===== config.mk =====
export PLATFORM = sky130hd
export DESIGN_NAME = blake2_host_driver
export DESIGN_NICKNAME = d
export VERILOG_FILES = /design/src/rtl/blake2_host_driver.sv
export SDC_FILE = /design/constraint.sdc
export NUM_CORES = 1
export LEC_CHECK = 0
export CAP_MARGIN = 20
export CORE_ASPECT_RATIO = 1.5
export CORE_UTILIZATION = 25
export CTS_BUF_LIST = sky130_fd_sc_hd__clkbuf_8
export CTS_CLUSTER_DIAMETER = 60
export DETAILED_ROUTE_END_ITERATION = 6
export PLACE_DENSITY = 0.38
export SETUP_SLACK_MARGIN = 0.4
export SLEW_MARGIN = 40
export SYNTH_ARGS = -nofsm -noshare
export SYNTH_HDL_FRONTEND = slang
export SYNTH_SLANG_ARGS = --single-unit

===== constraint.sdc =====
create_clock -name clk -period 10.5 [get_ports clk]
set_input_delay 2.1 -clock clk [delete_from_list [all_inputs] [get_ports clk]]
set_output_delay 2.1 -clock clk [all_outputs]
set_load 0.02 [all_outputs]

===== src/rtl/blake2_host_driver.sv =====
// blake2_host_driver
//   Host-side driver for the BLAKE2s accelerator pin interface. On start it
//   sends a 4-byte config frame. It then streams the message, zero-padded to
//   64-byte blocks and marked last-block on the final block. Finally it
//   collects the digest bytes returned by the accelerator.
// Ports
//   clk, reset             : clock, async active-high reset
//   start_i, nn_i, ll_i    : request, digest length (1..32), message length
//   s_data_i/s_valid_i/s_ready_o : upstream message byte stream
//   data_o/valid_o/cmd_o   : registered byte to accelerator (ui_in / uio_in)
//   ready_i                : accelerator accepts byte when valid_o & ready_i
//   hash_valid_i, hash_i   : digest byte from accelerator
//   m_data_o/m_valid_o     : captured digest byte, 1-cycle latency
//   done_o, error_o        : completion pulse, sticky error flag
module blake2_host_driver #(
   parameter int TIMEOUT_CYCLES = 4096
) (
   input  logic        clk,
   input  logic        reset,
   input  logic        start_i,
   input  logic [5:0]  nn_i,
   input  logic [15:0] ll_i,
   input  logic [7:0]  s_data_i,
   input  logic        s_valid_i,
   output logic        s_ready_o,
   output logic [7:0]  data_o,
   output logic        valid_o,
   output logic [1:0]  cmd_o,
   input  logic        ready_i,
   input  logic        hash_valid_i,
   input  logic [7:0]  hash_i,
   output logic [7:0]  m_data_o,
   output logic        m_valid_o,
   output logic        done_o,
   output logic        error_o
);

   typedef enum logic [2:0] {S_IDLE, S_CFG, S_DATA, S_PAD, S_WAIT, S_HASH} state_t;

   state_t      r_state, w_state_nxt;
   logic [5:0]  r_nn, r_byte_idx, r_hash_cnt;
   logic [15:0] r_ll;
   logic [16:0] r_sent_cnt, r_block_base;
   logic [1:0]  r_cfg_idx;
   logic [12:0] r_tmo;

   logic       w_can_load, w_last_blk, w_nn_ok, w_tmo_hit;
   logic [1:0] w_cmd_blk;
   logic       w_load, w_accept, w_err_set, w_err_clr, w_cap, w_done;
   logic [7:0] w_load_data;
   logic [1:0] w_load_cmd;

   // Output register may take a new byte when empty or draining this cycle.
   assign w_can_load = ~valid_o | ready_i;
   // Block marking is decided from the block's base offset, so every byte of
   // a block (data and pad) carries the same cmd.
   assign w_last_blk = (r_ll == 16'd0) | (({1'b0, r_ll} - r_block_base) <= 17'd64);
   assign w_cmd_blk  = w_last_blk ? 2'd2 : 2'd1;
   assign w_nn_ok    = (nn_i != 6'd0) && (nn_i <= 6'd32);
   assign w_tmo_hit  = (r_tmo == 13'(TIMEOUT_CYCLES - 1));
   assign s_ready_o  = (r_state == S_DATA) & w_can_load & (r_sent_cnt < {1'b0, r_ll});

   always_ff @(posedge clk or posedge reset) begin
      if (reset) r_state <= S_IDLE;
      else       r_state <= w_state_nxt;
   end

   always_comb begin
      w_state_nxt = r_state;
      w_load      = 1'b0;
      w_load_data = 8'h00;
      w_load_cmd  = 2'd0;
      w_accept    = 1'b0;
      w_err_set   = 1'b0;
      w_err_clr   = 1'b0;
      w_cap       = 1'b0;
      w_done      = 1'b0;
      case (r_state)
         S_IDLE: begin
            if (start_i) begin
               if (w_nn_ok) begin
                  w_accept    = 1'b1;
                  w_err_clr   = 1'b1;
                  w_state_nxt = S_CFG;
               end else begin
                  w_err_set = 1'b1;
               end
            end
         end
         S_CFG: begin
            if (w_can_load) begin
               w_load = 1'b1;
               case (r_cfg_idx)
                  2'd0:    w_load_data = 8'h00;
                  2'd1:    w_load_data = {2'b00, r_nn};
                  2'd2:    w_load_data = r_ll[7:0];
                  default: w_load_data = r_ll[15:8];
               endcase
               if (r_cfg_idx == 2'd3) w_state_nxt = (r_ll != 16'd0) ? S_DATA : S_PAD;
            end
         end
         S_DATA: begin
            if (s_ready_o & s_valid_i) begin
               w_load      = 1'b1;
               w_load_data = s_data_i;
               w_load_cmd  = w_cmd_blk;
               if ((r_sent_cnt + 17'd1) == {1'b0, r_ll})
                  w_state_nxt = (r_byte_idx == 6'd63) ? S_WAIT : S_PAD;
            end
         end
         S_PAD: begin
            if (w_can_load) begin
               w_load     = 1'b1;
               w_load_cmd = w_cmd_blk;
               if (r_byte_idx == 6'd63) w_state_nxt = S_WAIT;
            end
         end
         S_WAIT: begin
            if (hash_valid_i) begin
               w_cap = 1'b1;
               if (r_nn == 6'd1) begin
                  w_done      = 1'b1;
                  w_state_nxt = S_IDLE;
               end else begin
                  w_state_nxt = S_HASH;
               end
            end else if (~valid_o & w_tmo_hit) begin
               w_err_set   = 1'b1;
               w_state_nxt = S_IDLE;
            end
         end
         S_HASH: begin
            if (hash_valid_i) begin
               w_cap = 1'b1;
               if ((r_hash_cnt + 6'd1) == r_nn) begin
                  w_done      = 1'b1;
                  w_state_nxt = S_IDLE;
               end
            end else begin
               w_err_set   = 1'b1;
               w_state_nxt = S_IDLE;
            end
         end
         default: w_state_nxt = S_IDLE;
      endcase
      // A digest byte before the stream is complete is a protocol error.
      if (hash_valid_i && (r_state == S_IDLE || r_state == S_CFG ||
                           r_state == S_DATA || r_state == S_PAD))
         w_err_set = 1'b1;
   end

   always_ff @(posedge clk or posedge reset) begin
      if (reset) begin
         r_nn         <= '0;
         r_ll         <= '0;
         r_cfg_idx    <= '0;
         r_sent_cnt   <= '0;
         r_byte_idx   <= '0;
         r_block_base <= '0;
         r_tmo        <= '0;
         r_hash_cnt   <= '0;
         data_o       <= '0;
         valid_o      <= 1'b0;
         cmd_o        <= '0;
         m_data_o     <= '0;
         m_valid_o    <= 1'b0;
         done_o       <= 1'b0;
         error_o      <= 1'b0;
      end else begin
         m_valid_o <= 1'b0;
         done_o    <= w_done;
         if (w_err_clr) error_o <= 1'b0;
         if (w_err_set) error_o <= 1'b1;
         if (w_accept) begin
            r_nn         <= nn_i;
            r_ll         <= ll_i;
            r_cfg_idx    <= '0;
            r_sent_cnt   <= '0;
            r_byte_idx   <= '0;
            r_block_base <= '0;
            r_tmo        <= '0;
            r_hash_cnt   <= '0;
         end
         if (w_load) begin
            data_o  <= w_load_data;
            cmd_o   <= w_load_cmd;
            valid_o <= 1'b1;
         end else if (ready_i) begin
            valid_o <= 1'b0;
         end
         if (w_load && r_state == S_CFG) r_cfg_idx <= r_cfg_idx + 2'd1;
         if (w_load && r_state != S_CFG) begin
            r_byte_idx <= r_byte_idx + 6'd1;
            if (r_byte_idx == 6'd63) r_block_base <= r_block_base + 17'd64;
         end
         if (w_load && r_state == S_DATA) r_sent_cnt <= r_sent_cnt + 17'd1;
         // Timeout counts from the cycle the last byte has left the output register.
         if (r_state == S_WAIT && ~hash_valid_i && ~valid_o) r_tmo <= r_tmo + 13'd1;
         if (w_cap) begin
            m_data_o   <= hash_i;
            m_valid_o  <= 1'b1;
            r_hash_cnt <= r_hash_cnt + 6'd1;
         end
      end
   end

endmodule


# Word-level counts from Yosys, hierarchy flattened
# Cells that the tools add are included.
[word_totals] latch_bits=0 rom_bits=0 mem_bits_rw=0 ff_bits=108 word_cells=144 in_bits=44 output_inout_bits=23 memories=0
[op_classes] n_lt_le_gt_ge=3 n_shift=0 n_eq_ne=24 add_sub_neg=7 n_reduce_logical=25 n_bitwise=8 mul=0 n_div=0 muxes=61
[ops] operator="$mux W17" n=5
[ops] operator="$mux W3" n=14
[ops] operator="$mux W13" n=2
[ops] operator="$pmux W8 S3" n=1
[ops] operator="$mux W1" n=23
[ops] operator="$mux W6" n=3
[ops] operator="$pmux W3 S6" n=1
[ops] operator="$add A17 B1 Y17 const B" n=1
[ops] operator="$add A17 B7 Y17 const B" n=1
[ops] operator="$eq A17 B16 Y1" n=1
[ops] operator="$le A17 B7 Y1 const B" n=1
[ops] operator="$lt A17 B16 Y1" n=1
[ops] operator="$sub A16 B17 Y17" n=1
[ops] operator="$logic_not A16 Y1" n=1
[ops] operator="$mux W8" n=2
[ops] operator="$pmux W8 S2" n=1
[ops] operator="$reduce_bool A16 Y1" n=1
[ops] operator="$ne A2 B2 Y1 const B" n=7
[ops] operator="$reduce_bool A2 Y1" n=7
[ops] operator="$add A13 B1 Y13 const B" n=1
[ops] operator="$eq A13 B12 Y1 const B" n=1
[ops] operator="$add A6 B1 Y6 const B" n=2
[ops] operator="$mux W2" n=5
[ops] operator="$reduce_and A10 Y1" n=1
[ops] operator="other kinds (25)" n=44

# Longest topological paths before layout
# Gate-level depths: netlist (run 1).
[depth] ltp_word=9 ltp_mapped=10 ltp_nobuf=9

# Least setup slack after synthesis (run 1)
# Ideal clock, no wire load.
[synth_path] path_type="input-to-output" from="input port ready_i" to="output port s_ready_o" n_path_buf=0 required_ns=8.400 slack_ns=5.432 stages=4 arrival_ns=2.968 path_cell_list="nand2b_1 > nand3_1 > a221o_1 > nor2_1"
[synth_between] elab_chain_len=3
[synth_rtl] item="start, declared" line_no="29" text="input logic ready_i,"
[synth_rtl] item="$or A1 B1 Y1" line_no="54" text="assign w_can_load = ~valid_o | ready_i;"
[synth_rtl] item="$and A1 B1 Y1 (2 in series)" line_no="61" text="assign s_ready_o = (r_state == S_DATA) & w_can_load & (r_sent_cnt < {1'b0, r_ll});"
[synth_rtl] item="end, declared" line_no="25" text="output logic s_ready_o,"
# Every way passes these cells.

# Worst setup path after layout (run 1)
# Ends and elaborated chain as after synthesis.

==> results of run 1 <==
## placed cells by master, fill, tap and decap left out, drive strengths merged, types with 15 or more instances in the layout
| cell | n |
|---|---|
| a21oi | 26 |
| clkdlybuf4s50 | 66 |
| dfrtp | 108 |
| ha | 40 |
| inv | 48 |
| mux2i | 19 |
| nand2 | 127 |
| nand3 | 44 |
| nor2 | 54 |
| nor3 | 17 |
| o21ai | 68 |
| xnor2 | 18 |
| xor2 | 15 |
## registers in the layout (all words and copies together), names as in the netlist
name / flops
error_o: 1
done_o: 1
valid_o: 1
r_tmo: 13
r_block_base: 17
m_valid_o: 1
data_o: 8
cmd_o: 2
r_ll: 16
r_sent_cnt: 17
r_state: 3
r_byte_idx: 6
r_hash_cnt: 6
m_data_o: 8
r_nn: 6
r_cfg_idx: 2
## cell usage after synthesis (10+ instances only)
cell / n / area (um2)
a21o_1: 11 / 82.6
nor4_1: 10 / 62.6
xor2_1: 14 / 123
xnor2_1: 18 / 158
inv_1: 45 / 169
o21ai_0: 61 / 305
and3_1: 11 / 68.8
clkbuf_1: 18 / 67.6
ha_1: 40 / 500
nand4_1: 10 / 62.6
a21oi_1: 25 / 125
dfrtp_1: 108 / 2700
a211oi_1: 14 / 105
nand3_1: 44 / 220
mux2i_1: 19 / 190
nor3_1: 16 / 80.1
nand2_1: 126 / 473
nor2_1: 51 / 191
## metal layers
metal	wire length [um]	GRT usage, %	vias to the layer above
li1	-	-	3024
met4	574	6.05	0
met2	11300	29.0	88
met1	10200	20.1	2938
met3	500	2.19	31
met5	0	0	-
## worst min-delay path by stage
stage	from	end	slack, ns	depth (start not counted)
floorplan	r_block_base[13]	r_block_base[13]	0.44	1
detailed placement	m_data_o[5]	m_data_o[5]	0.46	2
global route	r_block_base[13]	r_block_base[13]	0.50	1
finish	r_block_base[13]	r_block_base[13]	0.48	1
CTS	r_block_base[12]	r_block_base[12]	0.49	1
global placement	m_data_o[5]	m_data_o[5]	0.46	2
## final cells by class
class / count / area [um2]
multi-input combinational: 625 / 4030
sequential: 108 / 2700
fill: 2903 / 19300
inverter: 45 / 174
tap: 342 / 428
clock buffer: 10 / 138
clock inverter: 6 / 41.3
timing repair buffer: 72 / 706
## worst max-delay path, cell delays in order
cell and delay (ns):
clkdlybuf4s50_1 0.44, nand2b_1 0.29, nand3_1 0.12, a221o_1 0.34, nor2_1 0.21, clkdlybuf4s50_1 0.65
## power groups by stage
stage                     logic [W]  registers [W]  clock network (W)
after floorplan            0.000662       0.000649                  0
after global placement     0.000964       0.000706                  0
after detailed placement   0.000965       0.000704                  0
after CTS                  0.000971       0.000697           0.000275
after global routing        0.00108       0.000711           0.000287
final                      0.000957       0.000694           0.000262
## cells by family after synthesis
family                   count (synthesis)  share of synthesized area, %
XOR/XNOR                                33                          4.21
buffers and inverters                   77                          4.72
AO/OA/AOI/OAI                          199                          19.0
multiplexers                            22                          3.18
AND/OR/NAND/NOR                        331                          23.5
flip-flops                             108                          38.3
adder cells (fa/ha/maj)                 40                          7.10
## stage by stage
| step | cells | hold WS (ns) | cell area (um2) |
|---|---|---|---|
| 5_1_grt | 1208 | 0.504 | 8220 |
| 6_report | 1208 | 0.483 | 8220 |
| 3_3_place_gp | 1192 | 0.462 | 8030 |
| 4_1_cts | 1208 | 0.487 | 8220 |
| 3_5_place_dp | 1192 | 0.464 | 8040 |
| 2_1_floorplan | 810 | 0.445 | 7050 |
==> impl_results.md, run 1 <==
* Setup violators final at 0
* Worst setup timing slack at the placement stage at 4.21 ns
* Worst skew pair latency at 0.42 ns
* Placeable core region at 0.0275 mm2
* Residual overflow from global routing at 0
* Critical path startpoint category: input pin
* Max Transition Viols Final at 0
* Core Rows at 74
* Worst setup startpoint: ready_i
* Maximum achievable frequency at 0.160 GHz
* Normalized max-slew margin at 48.0%
* Total of warnings raised by yosys at 0
* Sequential fraction of design power at 36.3%
* Synthesized net count at 894
* Overall routing resource usage at 16.4%
* Period utilisation layout at 59.6%
* Post_cts resized at 0
* Chip Width at 139 um
* Residual DRC count at 3
* Num CTS Buffers at 9
* Antenna cells at 0
* Initial antenna violation count at 0
* Synthesis-stage register bit count at 108
* Least setup slack across all paths after layout at 4.24 ns
* Net switching power figure at 0.000894 W
* CTS tree: built
* Setup slack of the worst register-to-register path at 7.13 ns
* Sequential element share of the synthesized area at 38.3%
* Number of hold buffers added after cts at 0
* Violated checks: DRC
* Number of buffers inserted by post-CTS setup repair at 0
* Wire length of the first global-routing pass at 36,300 um
* CTS Root Cell: clkbuf_8
* Count of boundary I/O pins at 67
* Syn_area_per_cell at 8.70 um2
* Switching part of the total at 46.7%
* Worst r2r src: r_ll[10]
* Distinct cell type count of the synthesized netlist at 80
* Detailed-placement wirelength estimate at 16,700 um
* Share of post-route cells with drive strength above 1 at 6.00%
* Total iterations of the first detailed-routing run at 7
* Clock Skews at 0.0156 ns
* Number of nets in the layout at 945
* Initial drt markers at 305
* Per-cell routed wire length at 18.7 um
* DRT antenna net count at 0
* Most used flip-flop cell after synthesis: dfrtp_1
* Leakage power summed over all cells at 3.59 nW
* FF-to-FF path depth at 9
* Setup repair after global routing missed its margin: no
* Relative contribution of the clock network to total power at 13.7%
* Slew of the pin with the lowest slew margin at 0.781 ns
* Power per unit of standard cell area at 233 mW/mm2
* Number of enable-type register cells in the synthesized netlist at 0
* Die Footprint at 0.0289 mm2
* Status: finished, violations left
* Worst voltage drop across the vdd grid at 0.0781 mV
* Logic pwr share at 50.0%
* Endpoint kind of the worst setup timing path: output port
* Critical setup path kind: input pin to output port
* Post-layout power at 0.00191 W
* Total number of vias at 6,081
* Synthesis-to-layout area growth at 16.6%
* Final total negative setup slack at 0 ns
* Largest net degree at the start of global routing at 63
* Async set or reset register ratio after synthesis at 100%
* Input/output buffers at 66
* Total detailed-routing wirelength at 22,600 um
* Final core utilization at 29.9%
* Reg-to-reg endpoint: r_byte_idx[3]
* Max-cap viol count at 0
* Avg Vias per Cell at 5.03
* Cells after Synth at 810
* Type of the tightest min-delay check: flip-flop to flip-flop
* Clock H-tree levels at 3
* # clock sinks at 108
* Initial standard-cell utilization of the core at 25.6%
* Final-report hold violation count at 0
* Worst-path fanout max at 6
* Reg clk slew, reported paths at 0.11 ns
* Post-layout minimum cycle time at 6.26 ns
* Number of global-route vias before repair at 6,371
* GP Congestion at 0.779
* Bufs on Longest Clock Path at 2
* Arrival time of data at the critical path endpoint at 4.16 ns
* Capturing element of the worst setup path: s_ready_o
* Internal portion of total power at 0.00102 W
* DIE HEIGHT at 208 um
* Critical path data required time at 8.40 ns
* Total standard cell area after synthesis at 0.00705 mm2
Power figures use the tool's default switching activity.
==> run 2: changes to the inputs <==
PLACE_DENSITY = 0.4   (was 0.38)
clock period = 5.1 ns   (was 10.5 ns; I/O delays follow)
==> run 2 against run 1 <==
The run now ends clean. Critical path depth increased by 2. Sequential share of layout area down 0.13 points. Sequential power rose by 99%. Total power up 100%. Worst hold slack got worse by 0.0059 ns. Clock skew up 0.0043 ns. Flip-flop and latch count unchanged. Non-clock buffer count up 4. Via count is 1.1% higher.
==> impl_results.md, run 2 (synthesized netlist as in run 1, its figures left out) <==
* Normalized max-slew margin at 49.2% (was 48.0%)
* Input/output buffers at 66 (unchanged)
* Detailed-placement wirelength estimate at 17,000 um (was 16,700 um)
* Chip Width at 139 um (unchanged)
* Setup violators final at 0 (unchanged)
* Setup repair after global routing missed its margin: no (unchanged)
* Core Rows at 74 (unchanged)
* Worst path slowest cell: clkdlybuf4s50_1 (unchanged)
* Share of post-route cells with drive strength above 1 at 6.55% (was 6.00%)
* DIE HEIGHT at 208 um (unchanged)
* Overall routing resource usage at 16.3% (was 16.4%)
* Top Registers: r_block_base: 17 flops, r_sent_cnt: 17 flops, r_ll: 16 flops (unchanged)
* Number of nets in the layout at 949 (was 945)
* Count of filler cells inserted in the layout at 2,890 (was 2,903)
* Total detailed-routing wirelength at 22,500 um (was 22,600 um)
* Worst-path fanout max at 4 (was 6)
* Antenna cells at 0 (unchanged)
* Number of hold buffers added after cts at 0 (unchanged)
* Clock Skews at 0.0200 ns (was 0.0156 ns)
* Relative contribution of the clock network to total power at 13.8% (was 13.7%)
* Most frequent cell on the critical path: a21oi_1 (was clkdlybuf4s50_1)
* Cells along the critical path: inv_1 > ha_1 > a21oi_1 > o21ai_1 > a2111oi_0 > a21oi_1 > nor2_1 > clkdlybuf4s50_1 (was clkdlybuf4s50_1 > nand2b_1 > nand3_1 > a221o_1 > nor2_1 > clkdlybuf4s50_1)
* Clock H-tree levels at 3 (unchanged)
* Critical setup path kind: flip-flop to output port (was input pin to output port)
* Number of global-route vias before repair at 6,359 (was 6,371)
* Power per unit of standard cell area at 474 mW/mm2 (was 233 mW/mm2)
* Avg Vias per Cell at 5.07 (was 5.03)
* Largest net degree at the start of global routing at 64 (was 63)
* Sequential cell area at 0.00270 mm2 (unchanged)
* Type of the tightest min-delay check: flip-flop to flip-flop (unchanged)
* Wire length of the first global-routing pass at 36,200 um (was 36,300 um)
* Endpoint kind of the worst setup timing path: output port (unchanged)
* Final-report hold violation count at 0 (unchanged)
* Max Transition Viols Final at 0 (unchanged)
* Initial antenna violation count at 0 (unchanged)
* Placeable core region at 0.0275 mm2 (unchanged)
* Logic pwr share at 50.9% (was 50.0%)
* Total number of vias at 6,147 (was 6,081)
* Sequential fraction of design power at 35.3% (was 36.3%)
* Bufs on Longest Clock Path at 2 (unchanged)
* DRT antenna net count at 0 (unchanged)
* Most frequent cells in the layout: 126 x nand2_1, 108 x dfrtp_1, 66 x clkdlybuf4s50_1 (unchanged)
* Post_cts resized at 0 (unchanged)
* Num CTS Buffers at 9 (unchanged)
* Worst voltage drop across the vdd grid at 0.191 mV (was 0.0781 mV)
* Die Footprint at 0.0289 mm2 (unchanged)
* Post-layout minimum cycle time at 4.26 ns
* Worst setup timing slack at the placement stage at 1.17 ns (was 4.21 ns)
* Synthesis-to-layout area growth at 17.0% (was 16.6%)
* # clock sinks at 108 (unchanged)
* Number of buffers inserted by post-CTS setup repair at 0 (unchanged)
* Count of boundary I/O pins at 67 (unchanged)
* Net switching power figure at 0.00179 W (was 0.000894 W)
* Arrival time of data at the critical path endpoint at 3.24 ns (was 4.16 ns)
* Commonest non-fill, non-tap cell in the layout: nand2_1 (unchanged)
* Worst skew pair latency at 0.42 ns (about the same)
* Critical path startpoint category: flip-flop (was input pin)
* Initial drt markers at 202 (was 305)
* Reg clk slew, reported paths at 0.12 ns (was 0.11 ns)
* Status: completed (was finished, violations left)
* Switching part of the total at 45.8% (was 46.7%)
* Per-cell routed wire length at 18.6 um (was 18.7 um)
* Critical path data required time at 4.08 ns (was 8.40 ns)
* Maximum achievable frequency at 0.235 GHz
* Worst hold slack across all endpoints at 0.477 ns (was 0.483 ns)
* Internal portion of total power at 0.00212 W (was 0.00102 W)
* Initial standard-cell utilization of the core at 25.6% (unchanged)
* Residual DRC count at 0 (was 3)
* Residual overflow from global routing at 0 (unchanged)
* Area taken by multi-input logic gates at 0.00402 mm2 (was 0.00403 mm2)
* Leakage power summed over all cells at 3.61 nW (was 3.59 nW)
* Final total negative setup slack at 0 ns (unchanged)
* Period utilisation layout at 83.6%
* Delay of the slowest critical-path stage at 0.64 ns (was 0.65 ns)
* Total iterations of the first detailed-routing run at 7 (unchanged)
* CTS tree: built (unchanged)
* Slew of the pin with the lowest slew margin at 0.762 ns (was 0.781 ns)
* CTS Root Cell: clkbuf_8 (unchanged)
* Least setup slack across all paths after layout at 0.837 ns (was 4.24 ns)
* GP Congestion at 0.816 (was 0.779)
* Max-cap viol count at 0 (unchanged)
[run 2: cell count changes in the layout (fill, tap and decap cells not counted)]
cell and delta:
buf_4 +4, inv_1 -1, nor2_4 -1, inv_6 +1, nor2_2 +1, inv_8 -1
clkbuf_8 +1
[run 2: final cells by class]
cell class	count	share of cell area [%]
multi-input cells	625	48.8
flip-flops and latches	108	32.8
repair buffers	76	8.92
well taps	342	5.19
inverters	45	2.11
clock buffers	11	1.84
clock inverters	5	0.425
[run 2: layer usage]
metal  vias up  track usage [%]  routed length, um
met5         -                0                  0
met4         0             6.97                687
met3        30             2.12                499
met2        82             30.1              11800
met1      2994             18.7               9520
li1       3041                -                  -
[run 2: path summary, 6_finish.rpt]
path | startpoint | to | slack, ns | cells after the start
min in group asynchronous | reset | data_o[5] | 1.07 | 2
max reg2reg | r_ll[10] | r_byte_idx[3] | 1.87 | 9
min reg2reg | r_block_base[13] | r_block_base[13] | 0.48 | 1
min | r_block_base[13] | r_block_base[13] | 0.48 | 1
max in group asynchronous | reset | r_block_base[16] | 3.25 | 3
max | r_ll[10] | s_ready_o | 0.84 | 8
[run 2: power groups by stage]
stage	logic, W	clock network, W	registers (W)
2_1_floorplan	0.00136	0	0.00134
3_3_place_gp	0.00201	0	0.00140
3_5_place_dp	0.00200	0	0.00140
4_1_cts	0.00201	0.000573	0.00139
5_1_grt	0.00223	0.000596	0.00142
6_report	0.00199	0.000540	0.00138
[run 2: metrics by stage]
step	util [%]	total power, W	instance area (um2)	cells
final	30.0	0.00391	8250	1212
after global routing	30.0	0.00424	8250	1212
after CTS	30.0	0.00397	8250	1212
after detailed placement	29.3	0.00340	8060	1196
after global placement	29.3	0.00341	8060	1196
after floorplan	-	0.00270	7050	810
[run 2: worst max-delay path, delay by kind of cell (launching register included)]
kind            cells  cell delay, ns
buf+inv             2            0.75
fa+ha+maj           1            0.32
flops               1            0.43
simple gates        1            0.22
compound gates      4            1.12
==> run 3: changes to the inputs <==
PLACE_DENSITY = 0.38   (was 0.4)
clock period = 4.2 ns   (was 5.1 ns; I/O delays follow)
==> run 3 against run 2 <==
The flow now finishes with violations (DRC). Total power is 25% higher. Critical path depth stayed put. Routed wire length is 5.9% higher. Worst hold slack better by 0.0066 ns. Clock power is 29% higher. Setup slack worse by 0.24 ns. Flip-flop and latch count stayed put. Highest routed layer unchanged.
==> impl_results.md, run 3 (synthesized netlist as in run 1, its figures left out) <==
* Overall routing resource usage at 17.3% (was 16.3%)
* Delay of the slowest critical-path stage at 0.47 ns (was 0.64 ns)
* Most frequent cells in the layout: 126 x nand2_1, 108 x dfrtp_1, 65 x clkdlybuf4s50_1 (was 126 x nand2_1, 108 x dfrtp_1, 66 x clkdlybuf4s50_1)
* Commonest non-fill, non-tap cell in the layout: nand2_1 (unchanged)
* Critical setup path kind: flip-flop to output port (unchanged)
* Residual DRC count at 3 (was 0)
* Worst voltage drop across the vdd grid at 0.212 mV (was 0.191 mV)
* Min-Delay Path Depth at 2 (was 1)
* Post-layout minimum cycle time at 3.60 ns
* Worst r2r src: r_sent_cnt[3] (was r_ll[10])
* Wire length of the first global-routing pass at 38,100 um (was 36,200 um)
* Max Transition Viols Final at 0 (unchanged)
* Residual overflow from global routing at 0 (unchanged)
* Area taken by multi-input logic gates at 0.00406 mm2 (was 0.00402 mm2)
* Number of hold buffers added after cts at 0 (unchanged)
* Count of boundary I/O pins at 67 (unchanged)
* Critical path startpoint category: flip-flop (unchanged)
* Top Registers: r_block_base: 17 flops, r_sent_cnt: 17 flops, r_ll: 16 flops (unchanged)
* Final total negative setup slack at 0 ns (unchanged)
* Share of post-route cells with drive strength above 1 at 7.87% (was 6.55%)
* Setup violators final at 0 (unchanged)
* Final-report hold violation count at 0 (unchanged)
* Detailed-placement wirelength estimate at 17,500 um (was 17,000 um)
* Max-cap viol count at 0 (unchanged)
* Die Footprint at 0.0289 mm2 (unchanged)
* GP Congestion at 0.821 (was 0.816)
* CTS tree: built (unchanged)
* Number of nets in the layout at 956 (was 949)
* Arrival time of data at the critical path endpoint at 2.76 ns (was 3.24 ns)
* Power per unit of standard cell area at 582 mW/mm2 (was 474 mW/mm2)
* Sequential cell area at 0.00270 mm2 (unchanged)
* Clock H-tree levels at 3 (unchanged)
* Endpoint kind of the worst setup timing path: output port (unchanged)
* Number of buffers inserted by post-CTS setup repair at 0 (unchanged)
* Critical path data required time at 3.36 ns (was 4.08 ns)
* Slew of the pin with the lowest slew margin at 0.745 ns (was 0.762 ns)
* Initial drt markers at 282 (was 202)
* Status: finished, violations left (was completed)
* CTS Root Cell: clkbuf_8 (unchanged)
* FF-to-FF path depth at 7 (was 9)
* Setup repair after global routing missed its margin: no (unchanged)
* Violated checks: DRC
* Reg-to-reg endpoint: r_state[1] (was r_byte_idx[3])
* Total buffers and inverters traversed by the critical path at 2 (unchanged)
* Start point of the worst hold path: m_data_o[5] (was r_block_base[13])
* Input/output buffers at 66 (unchanged)
* Period utilisation layout at 85.8%
* Chip Width at 139 um (unchanged)
* Number of global-route vias before repair at 6,472 (was 6,359)
* Maximum achievable frequency at 0.278 GHz
* Bufs on Longest Clock Path at 2 (unchanged)
* DRT antenna net count at 0 (unchanged)
* Post-DP Area at 0.00815 mm2 (was 0.00806 mm2)
* Synthesis-to-layout area growth at 18.8% (was 17.0%)
* Final cell area excluding filler cells at 0.00837 mm2 (was 0.00825 mm2)
* Worst path slowest cell: dfrtp_1 (was clkdlybuf4s50_1)
* DIE HEIGHT at 208 um (unchanged)
* Worst skew pair latency at 0.42 ns (about the same)
* Worst hold path endpoint: m_data_o[5] (was r_block_base[13])
* Placeable core region at 0.0275 mm2 (unchanged)
* Worst path top cell family by delay: simple AND/OR/NAND/NOR gates (was compound AO/OA/AOI/OAI gates)
* Per-cell routed wire length at 19.6 um (was 18.6 um)
* Total number of vias at 6,209 (was 6,147)
* Cells along the critical path: inv_1 > ha_1 > nand2_1 > nor3_1 > o31ai_2 > a21oi_2 > nor2_1 > dlygate4sd2_1 (was inv_1 > ha_1 > a21oi_1 > o21ai_1 > a2111oi_0 > a21oi_1 > nor2_1 > clkdlybuf4s50_1)
* Num CTS Buffers at 9 (unchanged)
* Setup slack of the worst register-to-register path at 1.16 ns (was 1.87 ns)
* # clock sinks at 108 (unchanged)
* Normalized max-slew margin at 50.3% (was 49.2%)
* Core Rows at 74 (unchanged)
* Leakage power summed over all cells at 3.65 nW (was 3.61 nW)
* Reg clk slew, reported paths at 0.12 ns (about the same)
* Initial standard-cell utilization of the core at 25.6% (unchanged)
* Worst-path fanout max at 4 (unchanged)
* Type of the tightest min-delay check: flip-flop to flip-flop (unchanged)
* Initial antenna violation count at 0 (unchanged)
* Clock Skews at 0.0204 ns (was 0.0200 ns)
* Total detailed-routing wirelength at 23,900 um (was 22,500 um)
* Count of filler cells inserted in the layout at 2,873 (was 2,890)
* Antenna cells at 0 (unchanged)
* Post-layout power at 0.00487 W (was 0.00391 W)
* Total iterations of the first detailed-routing run at 7 (unchanged)
* Avg Vias per Cell at 5.09 (was 5.07)
* Largest net degree at the start of global routing at 62 (was 64)
run 3: changes by cell type in the layout (fill, tap and decap cells not counted), moves of 2 or more:
cell / before / now
buf_12: 0 / 2
buf_4: 10 / 15
a21oi_2: 1 / 3
clkbuf_8: 11 / 9
a21oi_1: 25 / 23
run 3: final cells by class:
cell class | instances | area share [%]
multi-input cells | 625 | 48.5
flip-flops and latches | 108 | 32.3
repair buffers | 83 | 9.70
well taps | 342 | 5.11
inverters | 45 | 2.05
clock buffers | 9 | 1.48
clock inverters | 7 | 0.897
run 3: per-layer routing:
layer	up-vias	global-route usage (%)	part of all wire, %
met2	113	30.7	51
met4	0	7.39	3.3
li1	3045	-	-
met1	3021	21.0	43
met3	30	2.19	2.6
met5	-	0	0
run 3: report_power, final:
part / internal, W / total, W / switching [W]
Combinational: 0.00106 / 0.00253 / 0.00146
Sequential: 0.00130 / 0.00165 / 0.000345
Clock: 0.000278 / 0.000695 / 0.000417
run 3: worst max-delay path by stage:
stage	from	end	slack (ns)	cells past startpoint
2_1_floorplan	reset	cmd_o[0]	0.51	1
3_3_place_gp	ready_i	s_ready_o	0.60	6
3_5_place_dp	r_ll[10]	s_ready_o	0.54	8
4_1_cts	r_ll[10]	s_ready_o	0.53	8
5_1_grt	r_ll[8]	s_ready_o	0.44	8
6_report	r_ll[8]	s_ready_o	0.60	8
run 3: metrics by stage:
step                util [%]  hold WS [ns]  instances  setup WS [ns]
finish                  30.4         0.483       1219          0.597
global route            30.4         0.503       1219          0.439
CTS                     30.4         0.487       1219          0.533
detailed placement      29.6         0.464       1203          0.541
global placement        29.6         0.458       1203          0.602
floorplan                  -         0.445        810          0.514
run 3: what timing repair did:
item | 4_1_cts | 5_1_grt
setup endpoints to repair | 1 | 1
gates resized for setup | 5 | 1
endpoints found under the hold margin | 0 | 0
run 3: worst register-to-register path, delay by kind of cell (launching register included):
| family | cells | cell delay [ns] |
|---|---|---|
| compound gates | 3 | 0.99 |
| flops | 1 | 0.58 |
| simple gates | 4 | 1.35 |
